$ cat src/rtl/hog_pkg.sv
// HOG shared definitions: bin-boundary constants, default widths, bin count.
// Latency: n/a (constants and types only).
// Backpressure: n/a.
// Shared by the divider clamp, this bin accumulator and block normalisation.
package hog_pkg;

   localparam int HOG_TAN_W = 20;   // Q4.16 signed gy/gx ratio
   localparam int HOG_ACC_W = 24;   // per-bin accumulator width
   localparam int NUM_BINS  = 9;    // 20-degree unsigned-orientation bins
   localparam int BIN_W     = 4;    // enough to index NUM_BINS

   // tan() of the bin edges in Q4.16. T80 and T100 double as the divider's
   // clamp limits, so |angle| near 90 degrees always lands in bin 4.
   localparam logic signed [HOG_TAN_W-1:0] T20  = 20'sh05D2D;
   localparam logic signed [HOG_TAN_W-1:0] T40  = 20'sh0D6D0;
   localparam logic signed [HOG_TAN_W-1:0] T60  = 20'sh1BB68;
   localparam logic signed [HOG_TAN_W-1:0] T80  = 20'sh5ABD9;
   localparam logic signed [HOG_TAN_W-1:0] T100 = 20'shA5426;
   localparam logic signed [HOG_TAN_W-1:0] T120 = 20'shE4498;
   localparam logic signed [HOG_TAN_W-1:0] T140 = 20'shF2930;
   localparam logic signed [HOG_TAN_W-1:0] T160 = 20'shFA2D3;

   typedef enum logic {
      ST_ACC  = 1'b0,   // accepting samples of the current cell
      ST_WAIT = 1'b1    // cell complete, waiting to hand off the histogram
   } acc_state_e;

endpackage

$ cat src/rtl/hog_bin_sel.sv
// Combinational tan-to-orientation-bin comparator.
// Latency: 0 cycles (pure combinational).
// Backpressure: none; output follows input.
// Ports: tan  - signed Q4.16 ratio, pre-clamped to [T100, T80]
//        bin  - orientation bin 0..8
module hog_bin_sel
   import hog_pkg::*;
#(
   parameter int TAN_W = HOG_TAN_W
) (
   input  logic signed [TAN_W-1:0] tan,
   output logic [BIN_W-1:0]        bin
);

   // Non-negative ratios are half-open on the upper edge; negative ratios are
   // half-open on the lower edge, so each edge angle belongs to the bin whose
   // angle range starts there.
   always_comb begin
      bin = '0;
      if (!tan[TAN_W-1]) begin
         if      (tan < T20) bin = 4'd0;
         else if (tan < T40) bin = 4'd1;
         else if (tan < T60) bin = 4'd2;
         else if (tan < T80) bin = 4'd3;
         else                bin = 4'd4;
      end else begin
         if      (tan <= T100) bin = 4'd4;
         else if (tan <= T120) bin = 4'd5;
         else if (tan <= T140) bin = 4'd6;
         else if (tan <= T160) bin = 4'd7;
         else                  bin = 4'd8;
      end
   end

endmodule

$ cat src/rtl/hog_bin_accum.sv
// HOG cell histogram: bins each (tan, mag) sample and accumulates mag per bin.
// Latency: last sample of a cell transferred at t -> o_valid at t+2 if output free.
// Backpressure: i_ready drops after a full cell until the histogram is handed off.
// Ports: clk/rst_n          - clock, async active-low reset
//        i_valid/i_ready    - sample handshake; i_tan (Q4.16), i_mag (unsigned)
//        o_valid/o_ready    - histogram handshake; o_hist bin k at [k*ACC_W +: ACC_W]
//        o_drop             - sticky: a sample was offered while i_ready=0
module hog_bin_accum
   import hog_pkg::*;
#(
   parameter int TAN_W    = HOG_TAN_W,
   parameter int MAG_W    = 16,
   parameter int ACC_W    = HOG_ACC_W,
   parameter int CELL_PIX = 64
) (
   input  logic                      clk,
   input  logic                      rst_n,
   input  logic                      i_valid,
   output logic                      i_ready,
   input  logic [TAN_W-1:0]          i_tan,
   input  logic [MAG_W-1:0]          i_mag,
   output logic                      o_valid,
   input  logic                      o_ready,
   output logic [NUM_BINS*ACC_W-1:0] o_hist,
   output logic                      o_drop
);

   localparam int               CNT_W    = $clog2(CELL_PIX);
   localparam logic [CNT_W-1:0] CNT_LAST = CNT_W'(CELL_PIX - 1);

   acc_state_e state_q, state_d;

   logic [CNT_W-1:0]          cnt_q, cnt_d;
   logic                      s1_vld_q, s1_vld_d;
   logic [BIN_W-1:0]          s1_bin_q, s1_bin_d;
   logic [MAG_W-1:0]          s1_mag_q, s1_mag_d;
   logic [ACC_W-1:0]          acc_q   [NUM_BINS];
   logic [ACC_W-1:0]          acc_d   [NUM_BINS];
   logic [ACC_W-1:0]          acc_sum [NUM_BINS];
   logic [NUM_BINS*ACC_W-1:0] o_hist_q, o_hist_d;
   logic                      o_valid_q, o_valid_d;
   logic                      o_drop_q, o_drop_d;

   logic             xfer;
   logic             cell_done;
   logic             handoff;
   logic [BIN_W-1:0] bin_w;
   logic [ACC_W-1:0] mag_ext;

   hog_bin_sel #(.TAN_W(TAN_W)) u_bin_sel (
      .tan (i_tan),
      .bin (bin_w)
   );

   assign xfer      = i_valid && i_ready;
   assign cell_done = xfer && (cnt_q == CNT_LAST);
   assign mag_ext   = ACC_W'(s1_mag_q);

   // ---------------- FSM: state register ----------------
   always_ff @(posedge clk or negedge rst_n) begin
      if (!rst_n) state_q <= ST_ACC;
      else        state_q <= state_d;
   end

   // ---------------- FSM: next state ----------------
   always_comb begin
      state_d = state_q;
      case (state_q)
         ST_ACC:  if (cell_done) state_d = ST_WAIT;
         ST_WAIT: if (handoff)   state_d = ST_ACC;
         default: state_d = ST_ACC;
      endcase
   end

   // ---------------- FSM: outputs ----------------
   // i_ready is gated by rst_n so it reads 0 for the whole reset assertion.
   // In WAIT the last sample is either still in stage 1 (first WAIT cycle) or
   // already in the accumulators; acc_sum covers both, so hand-off is legal on
   // any WAIT cycle where the output register is free or being drained.
   always_comb begin
      i_ready = 1'b0;
      handoff = 1'b0;
      case (state_q)
         ST_ACC:  i_ready = rst_n;
         ST_WAIT: handoff = !o_valid_q || o_ready;
         default: ;
      endcase
   end

   // ---------------- datapath next-state ----------------
   always_comb begin
      cnt_d = cnt_q;
      if (xfer) cnt_d = cell_done ? '0 : cnt_q + 1'b1;

      s1_vld_d = xfer;
      s1_bin_d = xfer ? bin_w : s1_bin_q;
      s1_mag_d = xfer ? i_mag : s1_mag_q;

      o_hist_d = o_hist_q;
      for (int k = 0; k < NUM_BINS; k++) begin
         acc_sum[k] = acc_q[k] + ((s1_vld_q && (s1_bin_q == BIN_W'(k))) ? mag_ext : '0);
         acc_d[k]   = handoff ? '0 : acc_sum[k];
         if (handoff) o_hist_d[k*ACC_W +: ACC_W] = acc_sum[k];
      end

      if (handoff)      o_valid_d = 1'b1;
      else if (o_ready) o_valid_d = 1'b0;
      else              o_valid_d = o_valid_q;

      o_drop_d = o_drop_q || (i_valid && !i_ready);
   end

   // ---------------- datapath registers ----------------
   always_ff @(posedge clk or negedge rst_n) begin
      if (!rst_n) begin
         cnt_q     <= '0;
         s1_vld_q  <= 1'b0;
         s1_bin_q  <= '0;
         s1_mag_q  <= '0;
         o_hist_q  <= '0;
         o_valid_q <= 1'b0;
         o_drop_q  <= 1'b0;
         for (int k = 0; k < NUM_BINS; k++) acc_q[k] <= '0;
      end else begin
         cnt_q     <= cnt_d;
         s1_vld_q  <= s1_vld_d;
         s1_bin_q  <= s1_bin_d;
         s1_mag_q  <= s1_mag_d;
         o_hist_q  <= o_hist_d;
         o_valid_q <= o_valid_d;
         o_drop_q  <= o_drop_d;
         for (int k = 0; k < NUM_BINS; k++) acc_q[k] <= acc_d[k];
      end
   end

   assign o_hist  = o_hist_q;
   assign o_valid = o_valid_q;
   assign o_drop  = o_drop_q;

endmodule

$ cat config.mk
export PLATFORM = sky130hd
export DESIGN_NAME = hog_bin_accum
export DESIGN_NICKNAME = d
export VERILOG_FILES = /design/src/rtl/hog_pkg.sv /design/src/rtl/hog_bin_sel.sv /design/src/rtl/hog_bin_accum.sv
export SDC_FILE = /design/constraint.sdc
export NUM_CORES = 1
export LEC_CHECK = 0
export ABC_AREA = 1
export CAP_MARGIN = 25
export CORE_MARGIN = 8
export CORE_UTILIZATION = 50
export CTS_CLUSTER_DIAMETER = 200
export DETAILED_ROUTE_END_ITERATION = 6
export PLACE_DENSITY = 0.72
export SLEW_MARGIN = 15
export SYNTH_ARGS = -nofsm -noshare
export SYNTH_HDL_FRONTEND = slang
export SYNTH_SLANG_ARGS = --single-unit
export TNS_END_PERCENT = 100
$ cat constraint.sdc
create_clock -name clk -period 7.2 [get_ports clk]
set_input_delay 0.72 -clock clk [delete_from_list [all_inputs] [get_ports clk]]
set_output_delay 0.72 -clock clk [all_outputs]
set_load 0.01 [all_outputs]
After elaboration in Yosys (flattened, before gate mapping)
Cells that the tools add are included.
{"block": "op_classes", "bitwise_logic": 1, "n_eq_ne": 9, "n_lt_le_gt_ge": 8, "addsub": 10, "n_reduce_logical": 18, "n_mux": 35}
{"op": "adder 24 x 16 -> 24 bit", "count": 9}
{"op": "2-to-1 mux 24 bit", "count": 9}
{"op": "2-to-1 mux 16 bit", "count": 9}
{"op": "2-to-1 mux 4 bit", "count": 8}
{"op": "<= comparator 20 x 16 -> 1 bit, second input constant", "count": 1}
{"op": "<= comparator 20 x 17 -> 1 bit, second input constant", "count": 1}
{"op": "<= comparator 20 x 18 -> 1 bit, second input constant", "count": 1}
{"op": "<= comparator 20 bit, second input constant", "count": 1}
{"op": "less-than comparator 20 x 16 -> 1 bit, second input constant", "count": 1}
{"op": "less-than comparator 20 x 17 -> 1 bit, second input constant", "count": 1}
{"op": "less-than comparator 20 x 18 -> 1 bit, second input constant", "count": 1}
{"op": "less-than comparator 20 bit, second input constant", "count": 1}
{"op": "== test 4 x 3 -> 1 bit, second input constant", "count": 4}
{"op": "logical AND 1 bit", "count": 12}
{"op": "== test 4 x 2 -> 1 bit, second input constant", "count": 2}
{"op": "adder 6 x 1 -> 6 bit, second input constant", "count": 1}
{"op": "== test 6 bit, second input constant", "count": 1}
{"op": "2-to-1 mux 1 bit", "count": 6}
{"op": "2-to-1 mux 6 bit", "count": 1}
{"op": "== test 4 x 1 -> 1 bit, second input constant", "count": 1}
{"op": "== test 4 bit, second input constant", "count": 1}
{"op": "zero test 4 bit", "count": 1}
{"op": "2-to-1 mux 3 bit", "count": 1}
{"op": "zero test 1 bit", "count": 2}
{"op": "4 further kinds", "count": 5}
{"block": "word_totals", "register_bits": 462, "output_inout_bits": 219, "word_cells": 98}

Depth between registers and ports, before layout
Gate-level depths: netlist of the first run.
{"block": "logic_depth", "word_depth": 6, "depth_mapped": 18}

Hierarchy
From an unflattened synthesis of the first run, not the netlist that was laid out.
{"block": "hier_totals", "cells_unflattened": 4409, "hier_area_um2": 29970.0}
{"mod": "hog_bin_accum", "n_inst": 1, "cells_per_inst": 4218, "seq_area_each_um2": 11561.1, "area_per_inst_um2": 29106.7}
{"mod": "hog_bin_sel", "n_inst": 1, "cells_per_inst": 191, "seq_area_each_um2": 0.0, "area_per_inst_um2": 863.3}

Least setup slack after synthesis of the first run
No wires, ideal clock.
{"block": "synth_timing", "kind": "register -> register", "from": "reg s1_bin_q[3]", "to": "reg o_hist_q[67] (netlist: o_hist[67])", "stages_incl_launch_ff": 14, "setup_time_ns": 0.118, "path_slack_ns": 4.681, "period_less_slack_ns": 2.519, "required_time_ns": 7.082, "arrival_time_ns": 2.401, "n_path_buf": 1, "cell_sequence": "dfrtp_1 > nor3_1 > nand2_1 > clkbuf_1 > nor2_1 > ha_1 > a21oi_1 > o21ai_0 > a21oi_1 > nand2_1 > a21oi_1 > nand2_1 > nand3_1 > nand2_1"}
{"block": "synth_via", "elab_chain_cells": 4}
{"element": "from (decl)", "line": "hog_bin_accum.sv:35", "source": "logic [BIN_W-1:0] s1_bin_q, s1_bin_d;"}
{"element": "from (signal assigned)", "line": "hog_bin_accum.sv:127", "source": "s1_bin_q <= s1_bin_d;"}
{"element": "== test 4 x 2 -> 1 bit", "line": "hog_bin_accum.sv:101", "source": "acc_sum[k] = acc_q[k] + ((s1_vld_q && (s1_bin_q == BIN_W'(k))) ? mag_ext : '0);"}
{"element": "logical AND 1 bit", "line": "hog_bin_accum.sv:101"}
{"element": "2-to-1 mux 16 bit", "line": "hog_bin_accum.sv:101"}
{"element": "adder 24 x 16 -> 24 bit", "line": "hog_bin_accum.sv:101"}
{"element": "to (signal assigned)", "line": "hog_bin_accum.sv:129", "source": "o_hist_q <= o_hist_d;"}
{"element": "to (decl)", "line": "hog_bin_accum.sv:40", "source": "logic [NUM_BINS*ACC_W-1:0] o_hist_q, o_hist_d;"}
No other way between the ends.
A chain may end at the register's enable or synchronous reset.

Worst setup path after layout of the first run
{"block": "layout_timing", "from": "reg s1_bin_q[3]", "to": "reg o_hist_q[46] (netlist: o_hist[46])"}
{"block": "layout_via", "elab_chain_cells": 4}
{"element": "== test 4 x 1 -> 1 bit", "line": "hog_bin_accum.sv:101"}
{"element": "logical AND 1 bit", "line": "hog_bin_accum.sv:101"}
{"element": "2-to-1 mux 16 bit", "line": "hog_bin_accum.sv:101"}
{"element": "adder 24 x 16 -> 24 bit", "line": "hog_bin_accum.sv:101"}
No other way between the ends.

==> results of run 1 <==
synth_stat cells (all sizes together):
cell type,instances,share of area
nand2,867,0.12
o21ai,309,0.061
o21bai,11,0.0031
clkbuf,40,0.0057
a21o,18,0.0051
fa,9,0.0068
xnor2,86,0.028
nor3b,7,0.0033
nand3,180,0.035
inv,292,0.041
nor4,12,0.0033
clkinv,16,0.0023
o211ai,1,0.00028
buf,45,0.0083
xor2,52,0.017
dfrtp,462,0.44
and2,15,0.0035
nand2b,3,0.00071
nand4,64,0.015
nor2,557,0.079
a21oi,205,0.041
nand3b,21,0.0059
a31oi,1,0.00024
ha,145,0.068
nor3,27,0.0051
worst reg2reg max path, cell delays in order (launching register included):
cell,delay (ps)
dfrtp_1,420
nor3_1,430
nand2_1,560
nor2_1,260
ha_1,310
a21oi_1,200
and2_1,190
nor2_1,60
o21ai_0,310
nand4_1,140
nand2_1,120
o21ai_1,60
worst paths after layout:
kind / to / slack (ps) / cells after the start
setup / recovery: o_hist[46] / 3990 / 11
hold / removal: o_hist[205] / 90 / 1
setup reg to reg: o_hist[46] / 3990 / 11
hold reg to reg: o_hist[18] / 480 / 2
max in group asynchronous: acc_q[103] / 5020 / 3
min in group clk: o_hist[18] / 480 / 2
flip-flops by register name (all words and copies together), names as in the netlist:
name	count
s1_vld_q	1
s1_mag_q	16
acc_q	216
o_valid	1
cnt_q	6
state_q	1
o_hist	216
o_drop	1
s1_bin_q	4
power by group:
part	leakage [nW]	switching, mW	internal [mW]
combinational	9.05	2.57	1.59
clock	0.861	1.10	1.64
sequential	5.70	0.548	3.47
total	15.6	4.22	6.70
metal layers:
layer  vias to the layer above  global-route usage
met3                       138             0.04029
met5                         -                   0
met1                     10730              0.3196
met2                       593              0.3866
li1                      11660                   -
met4                         2             0.08660
kinds of logic after synthesis:
group | share of synthesized area
AND/OR/NAND/NOR | 0.2746
XOR/XNOR | 0.04559
buffers and inverters | 0.05763
flip-flops | 0.4361
adder cells (fa/ha/maj) | 0.07523
AO/OA/AOI/OAI | 0.1109
placed cells by master (no fill, tap or decap), drive strengths merged:
cell	instances
nand2b	3
o211ai	1
clkinv	27
inv	294
xnor2	86
nor2	557
a21oi	205
nand3	180
clkbuf	69
ha	145
nor3	27
nand3b	21
nor4	12
nor3b	7
bufinv	6
fa	9
o21ai	309
xor2	52
nand2	867
a31oi	1
clkdlybuf4s50	257
a21o	18
and2	15
dfrtp	462
buf	11
nand4	64
o21bai	11
clkinvlp	3
area by class of cell:
type | instances | area [um2]
Multi-Input combinational cell | 2590 | 13430
Clock inverter | 22 | 286.5
Tap cell | 688 | 860.8
Clock buffer | 69 | 1465
Inverter | 308 | 1164
Sequential cell | 462 | 11560
Timing Repair Buffer | 268 | 2740
Fill cell | 4792 | 20940
==> flow_summary.yaml, run 1 <==
outcome:
  outcome: "complete, no violations"
routing:
  num_vias: 23120
  drt-initial-drc-count: 1580
  drc: 0
  routed_wl_mm: 72.76
  routedWlPerCell_um: 16.51
  top_layer: "met5"
  wl_met2_mm: 33.22
  met1_length_mm: 32.56
  viasPerCell: 5.246
  drtAntennaViolNets: 0
  met3_length_mm: 4.421
  firstDrtPassIters: 5
placement:
  pre_cts_ws_ps: 3748
  port_buffers: 258
  place.gp.congestion: 0.9138
  post_dp_cell_area_um2: 29700
  hpwl_mm: 52.03
  dpl.cell_count: 4314
setup_path:
  crit_fanout: 16
  cp_top_family: "simple AND/OR/NAND/NOR gates"
  crit_chain: "nor3_1 > nand2_1 > nor2_1 > ha_1 > a21oi_1 > and2_1 > nor2_1 > o21ai_0 > nand4_1 > nand2_1 > o21ai_1"
  crit_path_top_delay_cell: "nand2_1"
  slowest_delay_ps: 560
  start_kind: "register"
  cp_num_buf_inv: 0
  crit_start: "s1_bin_q[3]"
  cp.required_ps: 7640
  worstPathArrival_ps: 3650
  end_kind: "register"
  r2r-start: "s1_bin_q[3]"
  worstSetupPathType: "reg2reg"
cts:
  cts_buffer_depth: 3
  holdBufCountCts: 0
  post_cts_resized: 0
  cts_root_buffer: "clkbuf_16"
  cts_tree: "done"
  htree_num_levels: 2
  cts_sinks: 462
  clk_latency_ps: 620
  cts.clk_slew.worst_paths_ps: 70
  cts_setup_buffers: 0
  cts_made_buffers: 51
grt:
  grt_pass1_wl_mm: 117.2
  antenna_found_initial: 1
  grtUsageTotal: 0.2383
  grt_pass1_vias: 22480
  grt_max_degree: 244
  overflow: 0
sta:
  fmax_ghz: 0.3113
  fin_crit_sh: 0.4461
  setup_viol: 0
  tightest_slew_ps: 1348
  rsz0062_at_grt: "false"
  finalHoldViolCount: 0
  report.final.slew_viol_count: 0
  maxSlewHeadroom: 0.1014
  clock_skew_ps: 31.56
  whs_ps: 92.05
  period_minus_slack_ps: 3212
  fin_tns_setup_ps: 0
  setup_ws_ps: 3988
synth:
  avgSynthCellArea_um2: 7.695
  synth_warnings: 0
  synthCells: 3445
  synthDistinctLibCells: 35
  synth_seq_area_share: 0.4361
  netlist_area_um2: 26510
  ys_seq_elements: 462
  synth_nets: 3639
die:
  die_x_um: 246.3
  ios: 259
  rows: 84
  dieHeight_um: 246.3
  start_util: 0.5055
  dieArea_um2: 60640
  floorplan.core_area_um2: 52450
power_and_ir_drop:
  vdd_ir_drop_max_v: 0.0002368
  cellLeakagePower_nw: 15.61
  powerDensity_nw_per_um2: 346.6
  p_total_mw: 10.92
final_layout:
  layout-drive-gt1-share: 0.04168
  fin_util: 0.6007
  final_cells: 4407
  areaGrowthSynthToFinish_pct: 18.85
  antenna_cells: 0
  final_nets: 3875
  stdcell_area_um2: 31510
hold_path:
  worstHoldPathType: "in2async"
job:
  drv_cap: 0
No activity file was read; power rests on OpenSTA's default activity.
==> inputs of run 2 (changes only) <==
PLACE_DENSITY = 0.75   (was 0.72)
clock period = 2.67 ns   (was 7.2 ns; I/O delays follow)
==> run 2 against run 1 <==
Combinational power increased to 3.1 times the previous value; worst setup slack worse by 4000 ps; design area grew 7.9%; highest routed layer is now met4; clock skew fell by 16 ps; largest cell class unchanged; core utilization is 4.7 points higher; total power rose to 2.9 times the previous value; critical path depth increased by 4; global-route usage increased by 0.78 points; sequential share of layout area is 2.7 points lower.
==> flow_summary.yaml, run 2 (synthesis gave the netlist of run 1 again) <==
routing:
  firstDrtPassIters: 5
  drc: 0
  routedWlPerCell_um: 17.22
  routed_wl_mm: 78.46
  num_vias: 24300
  viasPerCell: 5.332
  drt-initial-drc-count: 1581
  drtAntennaViolNets: 0
cts:
  cts_sinks: 462
  cts.clk_slew.worst_paths_ps: 70
  cts_tree: "done"
  htree_num_levels: 2
  cts_made_buffers: 50
  clk_latency_ps: 600
  cts_buffer_depth: 3
  cts_root_buffer: "clkbuf_16"
placement:
  port_buffers: 258
  post_dp_cell_area_um2: 30830
  dpl.cell_count: 4436
  hpwl_mm: 56.70
  place.gp.congestion: 0.9599
setup_path:
  r2r-end: "o_hist[52]"
  regToRegSetupSlack_ps: 3
  start_kind: "register"
  crit_fanout: 4
  end_kind: "register"
  r2r-start: "s1_vld_q"
  crit_end: "o_hist[52]"
  worstPathArrival_ps: 3110
  crit_chain: "inv_2 > nor3_4 > buf_6 > nand2_2 > buf_6 > nor2_2 > ha_2 > fa_2 > nand3_2 > nand3_4 > buf_4 > buf_4 > buf_4 > xor2_1 > o21ai_0"
  crit_path_top_delay_cell: "fa_2"
  cp.required_ps: 3110
  worstSetupPathType: "reg2reg"
  reg2regPathDepth: 15
  cp_common_cell: "buf_4"
  slowest_delay_ps: 400
  crit_start: "s1_vld_q"
grt:
  grt_max_degree: 165
  grt_pass1_vias: 22970
  antenna_found_initial: 1
  overflow: 0
  grtUsageTotal: 0.2461
  grt_pass1_wl_mm: 120.9
final_layout:
  stdcell_area_um2: 34000
  areaGrowthSynthToFinish_pct: 28.24
  final_cell_mix: "nand2_1, nor2_1, dfrtp_1, inv_1, clkdlybuf4s50_1"
  final_cells: 4557
  layout_commonest_cell: "nand2_1"
  fillCellCount: 4429
  layout-drive-gt1-share: 0.1419
  final_nets: 4023
  multiInputGateArea_um2: 14540
  regArea_um2: 11560
  fin_util: 0.6482
sta:
  maxSlewHeadroom: 0.3704
  finalHoldViolCount: 0
  setup_viol: 0
  fmax_ghz: 0.3750
  tightest_slew_ps: 944.3
  report.final.slew_viol_count: 0
  rsz0062_at_grt: "true"
  fin_crit_sh: 0.9988
  period_minus_slack_ps: 2667
  clock_skew_ps: 15.68
power_and_ir_drop:
  p_total_mw: 31.29
  powerDensity_nw_per_um2: 920.3
  cellLeakagePower_nw: 16.60
  vdd_ir_drop_max_v: 0.0005941
outcome:
  outcome: "complete, no violations"
die:
  die_x_um: 246.3
  floorplan.core_area_um2: 52450
  ios: 259
  rows: 84
  dieArea_um2: 60640
  dieHeight_um: 246.3
  start_util: 0.5055
hold_path:
  worstHoldPathType: "in2async"
job:
  drv_cap: 0
run 2: cell types whose count changed in the layout (fill, tap and decap cells not counted), moves of 17 or more:
cell | previous run | this run
xnor2_2 | 0 | 20
a21oi_1 | 186 | 130
ha_1 | 145 | 118
o21ai_1 | 38 | 61
nand2_2 | 0 | 59
nor2_1 | 554 | 509
nand2_1 | 866 | 806
buf_4 | 5 | 130
buf_12 | 3 | 20
nor2_2 | 2 | 45
a21oi_2 | 19 | 62
xnor2_1 | 86 | 66
o21ai_0 | 254 | 229
run 2: worst min path at each step:
| stage | startpoint | end | cells past startpoint |
|---|---|---|---|
| after floorplan | rst_n | acc_q[0] | 0 |
| after global placement | rst_n | acc_q[87] | 1 |
| after detailed placement | rst_n | acc_q[87] | 1 |
| after CTS | rst_n | acc_q[87] | 2 |
| after global routing | rst_n | acc_q[87] | 2 |
| final | rst_n | s1_mag_q[8] | 2 |
run 2: area by class of cell:
class / count / share of cell area
Multi-Input combinational cell: 2590 / 0.4278
Sequential cell: 462 / 0.3402
Timing Repair Buffer: 417 / 0.1202
Clock buffer: 69 / 0.04284
Inverter: 308 / 0.03423
Tap cell: 688 / 0.02532
Clock inverter: 22 / 0.009385
Antenna cell: 1 / 0.00007361
run 2: routing by layer:
layer,GRT usage,vias up,wire [um]
met5,0,-,0
met4,0.08711,0,2952
met3,0.04083,163,4664
met2,0.4074,657,36860
met1,0.3244,11500,33990
li1,-,11980,-
run 2: critical path: cells and delay by family, from the launching register on:
family | cells | cell delay [ps]
DFF | 1 | 390
xor gates and xnor gates | 1 | 290
buffers and inverters | 6 | 740
adders and majority gates | 2 | 590
and+or+nand+nor | 5 | 370
AOI/OAI and AO/OA | 1 | 130
run 2: metrics by stage:
step / worst slack, ps / setup TNS [ps] / hold WS [ps]
4_1_cts: -6.452 / -6.452 / 126.4
5_1_grt: -158.6 / -4855 / 155.1
3_3_place_gp: -245.4 / -11550 / 149.2
2_1_floorplan: 151.5 / 0 / -28.59
6_report: 3.145 / 0 / 146.5
3_5_place_dp: -234.6 / -11560 / 157.6
run 2: timing repair:
| item | 4_1_cts | 5_1_grt |
|---|---|---|
| gates resized for setup | 8 | 296 |
| endpoints found under the hold margin | 25 | 0 |
| gates cloned | 0 | 3 |
| pin swaps | 1 | 62 |
| setup endpoints to repair | 159 | 278 |
| hold buffers | 1 | 0 |
| setup buffers | 1 | 25 |
run 2: where the power goes:
part,switching [mW],total [mW],internal (mW)
sequential,1.57,10.9,9.35
combinational,7.64,12.9,5.24
clock,2.98,7.48,4.50
total,12.2,31.3,19.1
